File: config.mk
export PLATFORM = sky130hd
export DESIGN_NAME = muxn_skid
export DESIGN_NICKNAME = d
export VERILOG_FILES = /design/src/rtl/muxn_skid.sv
export SDC_FILE = /design/constraint.sdc
export NUM_CORES = 1
export LEC_CHECK = 0
export BUFFER_PORTS_ARGS = -buffer_cell sky130_fd_sc_hd__buf_2
export CAP_MARGIN = 10
export CORE_UTILIZATION = 51
export CTS_CLUSTER_DIAMETER = 40
export DETAILED_ROUTE_END_ITERATION = 8
export PLACE_DENSITY_LB_ADDON = 0.05
export SYNTH_ARGS = -nofsm -noshare
export SYNTH_HDL_FRONTEND = slang
export SYNTH_SLANG_ARGS = --single-unit
File: constraint.sdc
create_clock -name clk -period 2.3 [get_ports clk]
set_clock_uncertainty 0.05 [all_clocks]
set_input_delay 0.115 -clock clk [delete_from_list [all_inputs] [get_ports clk]]
set_output_delay 0.115 -clock clk [all_outputs]
set_load 0.01 [all_outputs]
File: src/rtl/muxn_skid.sv
// -----------------------------------------------------------------------------
// muxn_skid
//   N-input operand selector followed by a 2-entry skid buffer. One of N
//   WIDTH-bit inputs is picked per accepted transfer. The selection is
//   combinational, so the chosen word goes straight into the buffer register
//   and adds no latency of its own. The buffer is a head (main) entry plus a
//   skid entry, which lets the input side keep a registered in_ready without
//   ever dropping a word offered in the cycle the output stalls.
//
// Handshake rules (both sides):
//   A transfer happens on a rising clk edge where valid && ready are both 1.
//   - Input side : accept = in_valid && in_ready. in_data and sel are sampled
//                  together on accept. in_ready is a register and does not
//                  depend on in_valid in the same cycle.
//   - Output side: pop = out_valid && out_ready. While out_valid && !out_ready,
//                  out_data / out_selerr / out_valid hold steady.
//   flush discards every buffered entry and the word offered in that cycle.
//   It has priority over accept and pop.
//
// Parameters:
//   WIDTH  data width of each input and of out_data
//   N      number of selectable inputs (N >= 2)
//   SELW   width of sel, derived as $clog2(N); not overridable
//
// Ports:
//   clk         rising-edge clock
//   rst         asynchronous, active-high reset
//   in_data     flat inputs, input k = in_data[k*WIDTH +: WIDTH]
//   sel         input index; sel >= N picks input 0 and flags out_selerr
//   in_valid    upstream offers in_data/sel
//   in_ready    block can accept this cycle (registered)
//   flush       synchronous discard of all buffered entries
//   out_data    data of the head entry
//   out_selerr  head entry was selected with an out-of-range sel
//   out_valid   head entry valid
//   out_ready   downstream consumes the head entry
//   occ         number of buffered entries (0..2); also the FSM state code
// -----------------------------------------------------------------------------
module muxn_skid #(
  parameter int WIDTH = 32,
  parameter int N     = 3,
  localparam int SELW = $clog2(N)
) (
  input  logic                 clk,
  input  logic                 rst,
  input  logic [N*WIDTH-1:0]   in_data,
  input  logic [SELW-1:0]      sel,
  input  logic                 in_valid,
  output logic                 in_ready,
  input  logic                 flush,
  output logic [WIDTH-1:0]     out_data,
  output logic                 out_selerr,
  output logic                 out_valid,
  input  logic                 out_ready,
  output logic [1:0]           occ
);

  // ---------------------------------------------------------------------------
  // Buffer state. The state code equals the number of valid entries, so occ
  // is the FSM state itself and doubles as its debug view.
  // ---------------------------------------------------------------------------
  typedef enum logic [1:0] {
    S_EMPTY = 2'd0,
    S_ONE   = 2'd1,
    S_FULL  = 2'd2
  } state_t;

  state_t             state;
  logic [WIDTH-1:0]   head_data;
  logic               head_err;
  logic [WIDTH-1:0]   skid_data;
  logic               skid_err;
  logic               in_ready_q;

  // ---------------------------------------------------------------------------
  // Operand selection. If no input index matches sel, the word falls back to
  // input 0 with the error flag set. When N is a power of two every sel value
  // matches, so the error path is never taken.
  // ---------------------------------------------------------------------------
  logic [WIDTH-1:0]   pick_data;
  logic               pick_err;

  always_comb begin
    pick_data = in_data[WIDTH-1:0];
    pick_err  = 1'b1;
    for (int k = 0; k < N; k++) begin
      if (sel == SELW'(k)) begin
        pick_data = in_data[k*WIDTH +: WIDTH];
        pick_err  = 1'b0;
      end
    end
  end

  // ---------------------------------------------------------------------------
  // Handshake events for this cycle.
  // ---------------------------------------------------------------------------
  logic accept;
  logic pop;

  assign accept = in_valid && in_ready_q;
  assign pop    = (state != S_EMPTY) && out_ready;

  // ---------------------------------------------------------------------------
  // Buffer FSM with registered in_ready.
  // in_ready is loaded with (next occupancy < 2). It therefore drops on the
  // same edge that fills the buffer. It is 1 in ONE, so an accept without a
  // pop in ONE always has the skid entry free to absorb it.
  // ---------------------------------------------------------------------------
  always_ff @(posedge clk or posedge rst) begin
    if (rst) begin
      state      <= S_EMPTY;
      head_data  <= '0;
      head_err   <= 1'b0;
      skid_data  <= '0;
      skid_err   <= 1'b0;
      in_ready_q <= 1'b0;
    end else if (flush) begin
      // Entries are dropped by clearing the state only. The data registers
      // keep stale contents, which is harmless while out_valid is 0.
      state      <= S_EMPTY;
      in_ready_q <= 1'b1;
    end else begin
      case (state)
        S_EMPTY: begin
          if (accept) begin
            head_data <= pick_data;
            head_err  <= pick_err;
            state     <= S_ONE;
          end
          in_ready_q <= 1'b1;
        end

        S_ONE: begin
          if (accept && pop) begin
            // Head leaves and the new word takes its place at once.
            head_data  <= pick_data;
            head_err   <= pick_err;
            in_ready_q <= 1'b1;
          end else if (accept) begin
            // Head is stalled, so the new word parks in the skid entry.
            skid_data  <= pick_data;
            skid_err   <= pick_err;
            state      <= S_FULL;
            in_ready_q <= 1'b0;
          end else if (pop) begin
            state      <= S_EMPTY;
            in_ready_q <= 1'b1;
          end else begin
            in_ready_q <= 1'b1;
          end
        end

        S_FULL: begin
          // in_ready is 0 here, so no accept can occur. Only a pop moves us.
          if (pop) begin
            head_data  <= skid_data;
            head_err   <= skid_err;
            state      <= S_ONE;
            in_ready_q <= 1'b1;
          end else begin
            in_ready_q <= 1'b0;
          end
        end

        default: begin
          state      <= S_EMPTY;
          in_ready_q <= 1'b1;
        end
      endcase
    end
  end

  // ---------------------------------------------------------------------------
  // Outputs, all driven from registers.
  // ---------------------------------------------------------------------------
  assign in_ready   = in_ready_q;
  assign out_data   = head_data;
  assign out_selerr = head_err;
  assign out_valid  = (state != S_EMPTY);
  assign occ        = state;

endmodule
After elaboration in Yosys (flattened, before gate mapping). Index checks and enable logic that the tools add are counted.

Muxes and demuxes: 25. Reductions and logical operators: 10. Equality and inequality tests: 11. Bitwise operators: 2.

Operators with widths (count): 2-to-1 mux 32 bit (5); one-hot mux 32 bit (3 select lines) (1); 2-to-1 mux 2 bit (6); 2-to-1 mux 1 bit (10); inequality test 3 bit (second input constant) (3); AND reduction 4 bit (2); inequality test 2 bit (second input constant) (3); one-hot mux 2 bit (3 select lines) (1); AND reduction 5 bit (1); == test 2 x 1 -> 1 bit (second input constant) (2); == test 2 bit (second input constant) (2); logical NOT 2 bit (2); inequality test 4 bit (second input constant) (1); logical AND 1 bit (3); one-hot mux 1 bit (3 select lines) (1); nonzero test 3 bit (1); inverter 1 bit (2); one-hot mux 1 bit (2 select lines) (1); nonzero test 2 bit (1).

Flip-flop bits (word level): 69.

Logic depth before layout (Yosys ltp). Gate-level depths: netlist of run 1.

Depth in word-level cells: 7. Mapped depth: 9.

Least setup slack after synthesis of run 1. No wires, ideal clock.

Path type: reg2reg. From: reg state[0], in the netlist occ[0]. To: reg head_err, in the netlist out_selerr. Library setup time: 0.128 ns. Data required time: 2.122 ns. Path slack: 0.260 ns. Stages on the path, launching flop included: 8. Arrival time: 1.863 ns. Path through: dfrtp_1 inv_1 ha_1 nand3b_1 a211oi_1 nand2_1 buf_2 mux2_1.

Cells in the longest elaborated chain, start to end: 5. Elaborated cells on any way between the ends: 12.

Ends and longest elaborated chain: start, declared (line 68) `state_t state;`; start signal, assigned (line 111) `state <= S_EMPTY;`; start signal, assigned (line 120) `state <= S_EMPTY;`; start signal, assigned (line 128) `state <= S_ONE;`; nonzero test 2 bit (line 101) `assign pop = (state != S_EMPTY) && out_ready;`; logical AND 1 bit (line 101); logical AND 1 bit (line 134) `if (accept && pop) begin`; inequality test 2 bit (no source line); AND reduction 5 bit (no source line); end signal, assigned (line 127) `head_err <= pick_err;`; end signal, assigned (line 137) `head_err <= pick_err;`; end signal, assigned (line 157) `head_err <= skid_err;`; end, declared (line 70) `logic head_err;`.

Several ways; a longest one is shown, not always the timed one. A chain may end at the register's enable or synchronous reset.

Worst setup path after layout of run 1.
From: reg state[0], in the netlist occ[0]. To: reg head_data[31], in the netlist out_data[31].

Cells in the longest elaborated chain, start to end: 5. Elaborated cells on any way between the ends: 12.

Ends and longest elaborated chain: nonzero test 2 bit (line 101); logical AND 1 bit (line 101); logical AND 1 bit (line 134); inequality test 2 bit (no source line); AND reduction 5 bit (no source line); end signal, assigned (line 126) `head_data <= pick_data;`; end signal, assigned (line 136) `head_data <= pick_data;`; end signal, assigned (line 156) `head_data <= skid_data;`; end, declared (line 69) `logic [WIDTH-1:0] head_data;`.

Several ways; a longest one is shown, not always the timed one.

==> flow_metrics.env, run 1 <==
export IMPL_worstMarginPinSlew_ns=0.670
export IMPL_routabilityCongestion=0.792
export IMPL_cts_made_buffers=9
export IMPL_placed_cell_area_mm2=0.00509
export IMPL_rows=33
export IMPL_clock_latency_ns=0.35
export IMPL_r2r_start="occ[0]"
export IMPL_setup_viol=0
export IMPL_slew_headroom_pct=55.3
export IMPL_holdCritPathClass="input pin to flip-flop"
export IMPL_switching_power_w=0.00183
export IMPL_rsz0062_at_grt="false"
export IMPL_layout_drive_gt1_share_pct=44.7
export IMPL_crit_path_cell_trace="inv_1 > ha_2 > nor2b_1 > a211oi_2 > nand2_1 > buf_4 > mux2_2"
export IMPL_cts_sinks=69
export IMPL_slowest_stage="dfrtp_1"
export IMPL_start_util_pct=52.6
export IMPL_hold_violations=0
export IMPL_syn_inst=429
export IMPL_p_clk_share_pct=17.6
export IMPL_drc=0
export IMPL_rrSetupSlack_ns=0.18
export IMPL_ys_flop_type="dfrtp_1"
export IMPL_drv_cap=0
export IMPL_p_int_w=0.00325
export IMPL_core_area_mm2=0.00818
export IMPL_critPathMaxStageDelay_ns=0.43
export IMPL_synth_area_mm2=0.00430
export IMPL_grt_antenna_before_repair=0
export IMPL_place_hpwl_um=7150
export IMPL_grt_start_max_net_pins=68
export IMPL_drt_iter0_markers=131
export IMPL_antennaDiodeCount=0
export IMPL_crit_fanout=19
export IMPL_ir_drop_uv=517
export IMPL_synthArstFlopShare_pct=100
export IMPL_worstSetupPathType="flip-flop to flip-flop"
export IMPL_hold_start="in_valid"
export IMPL_yosysWarnings=0
export IMPL_root_buffer="clkbuf_8"
export IMPL_wl_per_cell_um=15.8
export IMPL_clock_path_buffers=2
export IMPL_pin_count=140
export IMPL_required_ns=2.48
export IMPL_drt_first_pass_iters=4
export IMPL_h_tree_depth=3
export IMPL_slew_viol_final=0
export IMPL_area_growth_syn_to_layout_pct=24.0
export IMPL_timing_setup_tns_ns=0
export IMPL_die_h_um=93.8
export IMPL_fillers=679
export IMPL_grt_pass1_wl_um=16500
export IMPL_run_status="completed"
export IMPL_avgSynthCellArea_um2=10.0
export IMPL_ys_seq_elements=69
export IMPL_drt_total_wl_um=10500
export IMPL_overflow=0
export IMPL_die_area_mm2=0.00880
export IMPL_worstHoldPathCells=4
export IMPL_clk_pin_slew_ns=0.08
export IMPL_max_freq_mhz=473
export IMPL_comb_power_share_pct=41.1
export IMPL_cts_tree="yes"
export IMPL_ys_seq_area_share_pct=40.2
export IMPL_vias_per_cell=5.52
export IMPL_r2r_end="out_data[31]"
export IMPL_ant_nets=0
export IMPL_p_leak_nw=2.68
export IMPL_swShare_pct=36.0
export IMPL_pwr_share_seq_pct=41.3
export IMPL_layout_common_cells="buf_2 (139), mux2_2 (76), dfrtp_1 (69)"
export IMPL_cp_end_kind="flip-flop"
export IMPL_hold_end="in_ready"
export IMPL_portBuffers=139
export IMPL_synth_edf_count=0
export IMPL_timing_final_crit_share_pct=92.0
export IMPL_final_area_mm2=0.00533
export IMPL_start_kind="flip-flop"
export IMPL_period_minus_slack_ns=2.12
export IMPL_rr_worst_depth=7
export IMPL_vias=3684
export IMPL_grt_pass1_vias=3516
export IMPL_synth_nets=536
export IMPL_worstPathArrival_ns=2.30
export IMPL_power_density_mw_per_mm2=954
export IMPL_yosys_cell_types_count=26
export IMPL_grtUsageTotal_pct=24.2
export IMPL_final_nets=664
export IMPL_layout_commonest_cell="buf_2"
export IMPL_die_width_um=93.8
==> flip-flops by register name, summed over array words and instances, names as in the netlist <==
register    flops
out_selerr      1
out_data       32
in_ready        1
occ             2
skid_err        1
skid_data      32
==> worst max path at each step <==
stage                start       endpoint  slack [ns]  depth (start not counted)
finish              occ[0]   out_data[31]        0.18                          7
CTS                 occ[0]  skid_data[10]        0.06                          7
global route        occ[0]   out_data[31]       0.006                          7
global placement    occ[0]   out_data[22]        0.17                          6
detailed placement  occ[0]  skid_data[10]        0.09                          7
floorplan           occ[0]     out_selerr        0.26                          7
==> layout make-up <==
class                      instances  area (µm²)  area share (%)
inverter                          37         139            2.61
sequential                        69        1730            32.4
clock inverter                     7        48.8           0.916
clock buffer                       9         124            2.32
timing repair buffer             152         866            16.2
multi-input combinational        288        2290            43.0
tap                              105         131            2.47
==> through the flow <==
step                utilization (%)  power, W  setup slack (ns)  std cells  hold WS (ns)
CTS                            64.6   0.00509            0.0611        666         0.109
detailed placement             62.3   0.00420            0.0879        648         0.159
floorplan                         -   0.00345             0.260        429         0.180
global placement               62.3   0.00410             0.174        648         0.151
finish                         65.2   0.00508             0.184        667         0.126
global route                   65.2   0.00544           0.00631        667         0.156
==> logic make-up (layout without fill, tap and decap cells) <==
| group | count (synthesis) | in the layout | share of synthesized area [%] |
|---|---|---|---|
| AO/OA/AOI/OAI | 104 | 104 | 17.0 |
| adder cells (fa/ha/maj) | 4 | 4 | 1.16 |
| buffers and inverters | 72 | 205 | 7.05 |
| flip-flops | 69 | 69 | 40.2 |
| multiplexers | 109 | 109 | 27.6 |
| AND/OR/NAND/NOR | 71 | 71 | 6.96 |
==> layer usage <==
metal / track usage, % / wire length (µm)
met1: 31.4 / 4660
met5: 0 / 0
met3: 3.88 / 536
met2: 42.0 / 5220
met4: 6.15 / 111
==> synth_stat cells, types with 2 or more instances <==
cell | count | area (µm²)
clkbuf_1 | 18 | 67.6
nand4b_1 | 2 | 17.5
o21ai_1 | 12 | 60.1
a21oi_1 | 12 | 60.1
nor2_1 | 44 | 165
buf_6 | 2 | 22.5
ha_1 | 4 | 50.1
mux2i_1 | 32 | 320
o21ai_0 | 2 | 10.0
o22ai_1 | 11 | 68.8
mux2_2 | 76 | 856
inv_1 | 37 | 139
a221oi_1 | 22 | 193
a211oi_1 | 22 | 165
dfrtp_1 | 69 | 1730
nor2b_1 | 3 | 18.8
a21o_1 | 22 | 165
buf_2 | 14 | 70.1
nand2_1 | 18 | 67.6
==> repair_timing <==
action / 4_1_cts / 5_1_grt
gates resized for setup: 0 / 6
setup endpoints to repair: 0 / 53
endpoints found under the hold margin: 25 / 0
hold buffers: 2 / 0
buffers inserted: 0 / 0
==> power by group through the flow <==
stage | logic, W | clock network (W) | registers, W
after floorplan | 0.00123 | 0 | 0.00222
after global placement | 0.00200 | 0 | 0.00210
after detailed placement | 0.00208 | 0 | 0.00212
after CTS | 0.00208 | 0.000907 | 0.00210
after global routing | 0.00231 | 0.000963 | 0.00216
final | 0.00209 | 0.000893 | 0.00210
==> critical path: cells and delay by family (launching register included) <==
family                   cells  cell delay (ns)
flip-flops                   1             0.43
adder cells (fa/ha/maj)      1             0.30
multiplexers                 1             0.38
buffers and inverters        2             0.42
AND/OR/NAND/NOR              2             0.33
AO/OA/AOI/OAI                1             0.08
Note: power is estimated with default switching activity, not from simulation.
==> run 2: changes to the inputs <==
--- a/config.mk
+++ b/config.mk
@@ -10,7 +10,7 @@
 export CORE_UTILIZATION = 51
 export CTS_CLUSTER_DIAMETER = 40
 export DETAILED_ROUTE_END_ITERATION = 8
-export PLACE_DENSITY_LB_ADDON = 0.05
+export PLACE_DENSITY = 0.8
 export SYNTH_ARGS = -nofsm -noshare
 export SYNTH_HDL_FRONTEND = slang
 export SYNTH_SLANG_ARGS = --single-unit
==> run 2 against run 1 <==
Against the previous run:
- die area is the same
- combinational power hardly changed
- worst hold slack better by 0.0022 ns
- via count increased by 1.5%
- sequential share of layout area shrank 0.22 points
- routed wire length fell by 0.86%
- first-iteration DRC count is 31% higher
- total power rose by 4.2%
- fmax barely moved
- sequential cell count unchanged
- critical path type unchanged
- critical endpoint is now skid_data[9]
- largest cell class unchanged
==> flow_metrics.env, run 2 (synthesis results as in run 1) <==
export IMPL_rrSetupSlack_ns=0.18
export IMPL_ir_drop_uv=490
export IMPL_layout_commonest_cell="buf_2"
export IMPL_drt_iter0_markers=172
export IMPL_place_ws_ns=0.0507
export IMPL_h_tree_depth=3
export IMPL_slowest_stage="or4b_4"
export IMPL_start_util_pct=52.6
export IMPL_timing_setup_tns_ns=0
export IMPL_timing_final_crit_share_pct=92.1
export IMPL_holdCritPathClass="input pin to flip-flop"
export IMPL_worstMarginPinSlew_ns=0.678
export IMPL_fin_ws_ns=0.183
export IMPL_p_leak_nw=2.70
export IMPL_layout_drive_gt1_share_pct=44.0
export IMPL_rsz0062_at_grt="false"
export IMPL_grt_start_max_net_pins=68
export IMPL_grt_antenna_before_repair=0
export IMPL_routabilityCongestion=0.831
export IMPL_drc=0
export IMPL_slew_viol_final=0
export IMPL_drt_total_wl_um=10400
export IMPL_portBuffers=139
export IMPL_cts_sinks=69
export IMPL_crit_path_cell_trace="inv_1 > ha_1 > nor2b_1 > or4b_4 > buf_12 > a211oi_1 > a21o_1"
export IMPL_start_kind="flip-flop"
export IMPL_rr_worst_depth=7
export IMPL_crit_fanout=34
export IMPL_clock_latency_ns=0.34
export IMPL_vias_per_cell=5.61
export IMPL_root_buffer="clkbuf_8"
export IMPL_clock_path_buffers=2
export IMPL_setup_viol=0
export IMPL_vias=3739
export IMPL_wl_per_cell_um=15.6
export IMPL_whs_ns=0.128
export IMPL_worstHoldPathCells=4
export IMPL_grt_pass1_wl_um=16400
export IMPL_cp_end_kind="flip-flop"
export IMPL_required_ns=2.53
export IMPL_pin_count=140
export IMPL_hold_violations=0
export IMPL_slew_headroom_pct=54.8
export IMPL_hold_start="in_valid"
export IMPL_die_h_um=93.8
export IMPL_die_width_um=93.8
export IMPL_cts_tree="yes"
export IMPL_grt_pass1_vias=3641
export IMPL_critPathMaxStageDelay_ns=0.57
export IMPL_p_total_w=0.00530
export IMPL_ant_nets=0
export IMPL_layout_common_cells="buf_2 (139), mux2_2 (76), dfrtp_1 (69)"
export IMPL_period_minus_slack_ns=2.12
export IMPL_worstPathArrival_ns=2.34
export IMPL_overflow=0
export IMPL_die_area_mm2=0.00880
export IMPL_final_nets=664
export IMPL_r2r_start="occ[0]"
export IMPL_grtUsageTotal_pct=23.9
export IMPL_core_area_mm2=0.00818
export IMPL_antennaDiodeCount=0
export IMPL_area_growth_syn_to_layout_pct=24.9
export IMPL_hold_end="in_ready"
export IMPL_drt_first_pass_iters=5
export IMPL_power_density_mw_per_mm2=988
export IMPL_cts_setup_buffers=0
export IMPL_cts_made_buffers=9
export IMPL_rows=33
export IMPL_r2r_end="skid_data[9]"
export IMPL_max_freq_mhz=472
export IMPL_place_hpwl_um=7240
export IMPL_run_status="completed"
export IMPL_worstSetupPathType="flip-flop to flip-flop"
export IMPL_clk_pin_slew_ns=0.08
export IMPL_drv_cap=0
## run 2: cell count changes in the layout (fill, tap and decap cells not counted), sizes merged
cell,previous run,this run
clkbuf,10,11
clkinv,4,3
bufinv,0,2
inv,39,37
## run 2: layer usage
metal / global-route usage (%) / routed length [µm]
met1: 30.0 / 4520
met2: 41.7 / 5220
met3: 4.29 / 592
met4: 7.05 / 102
met5: 0 / 0
## run 2: where the power goes
| group | internal, W | switching, W | total [W] |
|---|---|---|---|
| registers | 0.00179 | 0.000321 | 0.00211 |
| logic | 0.00106 | 0.00101 | 0.00207 |
| clock network | 0.000638 | 0.000477 | 0.00112 |
| total | 0.00349 | 0.00181 | 0.00530 |
## run 2: final cells by class
| type | instances | area (µm²) |
|---|---|---|
| Multi-Input combinational cell | 288 | 2280 |
| Clock inverter | 6 | 86.3 |
| Tap cell | 105 | 131 |
| Fill cell | 657 | 2810 |
| Timing Repair Buffer | 152 | 866 |
| Sequential cell | 69 | 1730 |
| Clock buffer | 10 | 138 |
| Inverter | 37 | 139 |
## run 2: per-stage QoR
step	instance area (µm²)	std cells	utilization, %
floorplan	4300	429	-
global placement	5090	648	62.2
detailed placement	5090	648	62.2
CTS	5330	666	65.2
global route	5370	667	65.6
finish	5370	667	65.6
## run 2: worst max path at each step
| stage | startpoint | endpoint |
|---|---|---|
| after floorplan | occ[0] | out_selerr |
| after global placement | occ[0] | skid_data[24] |
| after detailed placement | occ[0] | skid_data[23] |
| after CTS | occ[0] | skid_data[9] |
| after global routing | occ[0] | out_data[21] |
| final | occ[0] | skid_data[9] |
## run 2: worst max-delay path, delay by kind of cell, from the launching register on
family	cells	cell delay, ns
buf+inv	2	0.32
compound gates	2	0.34
simple gates	2	0.67
flops	1	0.43
fa+ha+maj	1	0.24
## run 2: timing repair
action,CTS,global route
endpoints found under the hold margin,28,0
hold buffers,2,0
setup endpoints to repair,0,21
resized for setup,0,2
==> run 3: changes to the inputs <==
==> config.mk (replaced) <==
export PLATFORM = sky130hd
export DESIGN_NAME = muxn_skid
export DESIGN_NICKNAME = d
export VERILOG_FILES = /design/src/rtl/muxn_skid.sv
export SDC_FILE = /design/constraint.sdc
export NUM_CORES = 1
export LEC_CHECK = 0
export CAP_MARGIN = 10
export CORE_UTILIZATION = 55
export CTS_CLUSTER_DIAMETER = 40
export DETAILED_ROUTE_END_ITERATION = 8
export DONT_BUFFER_PORTS = 1
export PLACE_DENSITY = 0.7
export SYNTH_ARGS = -nofsm -noshare
export SYNTH_HDL_FRONTEND = slang
export SYNTH_SLANG_ARGS = --single-unit
==> run 3 against run 2 <==
Against the previous run:
- utilization shrank 3.2 points
- combinational power shrank 29%
- final cell count shrank 21%
- die area shrank 7.1%
- critical endpoint is now skid_data[25]
- clock power shrank 19%
- critical path depth is the same
- worst setup slack lost 0.065 ns
==> flow_metrics.env, run 3 (synthesis results as in run 1) <==
export IMPL_die_area_mm2=0.00817
export IMPL_regArea_mm2=0.00173
export IMPL_layout_commonest_cell="mux2_2"
export IMPL_grtUsageTotal_pct=24.0
export IMPL_timing_setup_tns_ns=0
export IMPL_wl_met2_um=4870
export IMPL_drv_cap=0
export IMPL_drt_first_pass_iters=6
export IMPL_drt_total_wl_um=9580
export IMPL_drt_iter0_markers=158
export IMPL_max_freq_mhz=458
export IMPL_rows=31
export IMPL_stdcell_count=526
export IMPL_grt_pass1_vias=3261
export IMPL_crit_fanout=28
export IMPL_required_ns=2.53
export IMPL_start_kind="flip-flop"
export IMPL_ir_drop_uv=443
export IMPL_timing_final_crit_share_pct=94.9
export IMPL_place_hpwl_um=6430
export IMPL_rr_worst_depth=7
export IMPL_overflow=0
export IMPL_antennaDiodeCount=0
export IMPL_grt_pass1_wl_um=15600
export IMPL_critPathMaxStageDelay_ns=0.70
export IMPL_p_leak_nw=2.13
export IMPL_holdCritPathClass="input pin to flip-flop"
export IMPL_cts_sinks=69
export IMPL_routed_top_layer="met4"
export IMPL_vias_per_cell=6.01
export IMPL_final_nets=529
export IMPL_power_density_mw_per_mm2=1010
export IMPL_pin_count=140
export IMPL_worstPathArrival_ns=2.41
export IMPL_portBuffers=0
export IMPL_die_width_um=90.4
export IMPL_fillers=623
export IMPL_dr_wl_met3_um=594
export IMPL_setup_viol=0
export IMPL_cts_setup_buffers=0
export IMPL_die_h_um=90.4
export IMPL_run_status="completed"
export IMPL_start_util_pct=58.0
export IMPL_slew_viol_final=0
export IMPL_wl_per_cell_um=18.2
export IMPL_hold_violations=0
export IMPL_period_minus_slack_ns=2.18
export IMPL_dpl_cell_count=505
export IMPL_ant_nets=0
export IMPL_cts_tree="yes"
export IMPL_routabilityCongestion=0.810
export IMPL_layout_common_cells="mux2_2 (76), dfrtp_1 (69), nor2_1 (44)"
export IMPL_crit_path_cell_trace="inv_1 > ha_1 > nor2b_1 > or4b_2 > buf_6 > a211oi_1 > a21o_1"
export IMPL_worstSetupPathType="flip-flop to flip-flop"
export IMPL_drc=0
export IMPL_layout_drive_gt1_share_pct=25.8
export IMPL_root_buffer="clkbuf_8"
export IMPL_grt_antenna_before_repair=0
export IMPL_core_area_mm2=0.00741
export IMPL_vias=3159
export IMPL_wl_met1_um=4030
export IMPL_rsz0062_at_grt="false"
export IMPL_clk_pin_slew_ns=0.08
export IMPL_worstMarginPinSlew_ns=0.701
export IMPL_multi_input_area_mm2=0.00227
export IMPL_slowest_stage="or4b_2"
export IMPL_worstHoldPathCells=3
export IMPL_slew_headroom_pct=53.2
export IMPL_clock_path_buffers=2
export IMPL_grt_start_max_net_pins=66
export IMPL_cp_end_kind="flip-flop"
export IMPL_cts_made_buffers=9
export IMPL_h_tree_depth=3
export IMPL_clock_latency_ns=0.33
export IMPL_area_growth_syn_to_layout_pct=7.66
==> run 3: changes by cell type in the layout (fill, tap and decap cells not counted), moves of 2 or more <==
| cell | before | now |
|---|---|---|
| bufinv_16 | 2 | 0 |
| dlygate4sd3_1 | 2 | 4 |
| buf_4 | 6 | 9 |
| buf_2 | 139 | 0 |
==> run 3: layout make-up <==
class | instances | share of cell area [%]
multi-input cells | 288 | 49.1
clock buffers | 11 | 3.27
flip-flops and latches | 69 | 37.3
inverters | 37 | 3.00
clock inverters | 5 | 0.730
well taps | 99 | 2.68
repair buffers | 17 | 3.87
==> run 3: per-layer routing <==
layer,vias up,global-route usage [%]
li1,1511,-
met1,1547,29.0
met2,92,42.2
met4,0,6.99
met3,9,5.98
met5,-,0
==> run 3: report_power, final <==
part	total, W	internal, W	switching, W
logic	0.00148	0.000804	0.000675
clock network	0.000906	0.000450	0.000456
registers	0.00230	0.00180	0.000503
total	0.00468	0.00305	0.00163
==> run 3: timing repair <==
| action | in CTS | in global routing |
|---|---|---|
| endpoints found under the hold margin | 60 | 0 |
| endpoints found under the setup margin | 0 | 2 |
| gates resized for setup | 0 | 1 |
| hold buffers | 5 | 0 |
==> run 3: critical path, delay by kind of cell, from the launching register on <==
kind,cells,cell delay [ns]
flip-flops,1,0.45
AO/OA/AOI/OAI,2,0.35
buffers and inverters,2,0.35
AND/OR/NAND/NOR,2,0.76
adder cells (fa/ha/maj),1,0.17
==> run 3: metrics by stage <==
| stage | total power, W | hold slack [ns] | utilization (%) | setup slack (ns) | area, µm² |
|---|---|---|---|---|---|
| detailed placement | 0.00379 | 0.0351 | 59.1 | 0.108 | 4380 |
| finish | 0.00468 | 0.0474 | 62.4 | 0.118 | 4630 |
| global route | 0.00502 | 0.0395 | 62.4 | 0.00913 | 4630 |
| global placement | 0.00372 | 0.0272 | 59.1 | 0.188 | 4380 |
| CTS | 0.00473 | 0.0298 | 62.4 | 0.0873 | 4620 |
| floorplan | 0.00345 | 0.180 | - | 0.260 | 4300 |
==> run 3: worst paths after layout <==
kind                            endpoint  slack (ns)           from
setup reg to reg           skid_data[25]        0.12         occ[1]
setup / recovery           skid_data[25]        0.12         occ[1]
hold reg to reg            skid_data[24]        0.43  skid_data[24]
min in group asynchronous   skid_data[3]        0.22            rst
max in group asynchronous   out_data[24]        1.22            rst
hold / removal             skid_data[11]        0.05         sel[1]
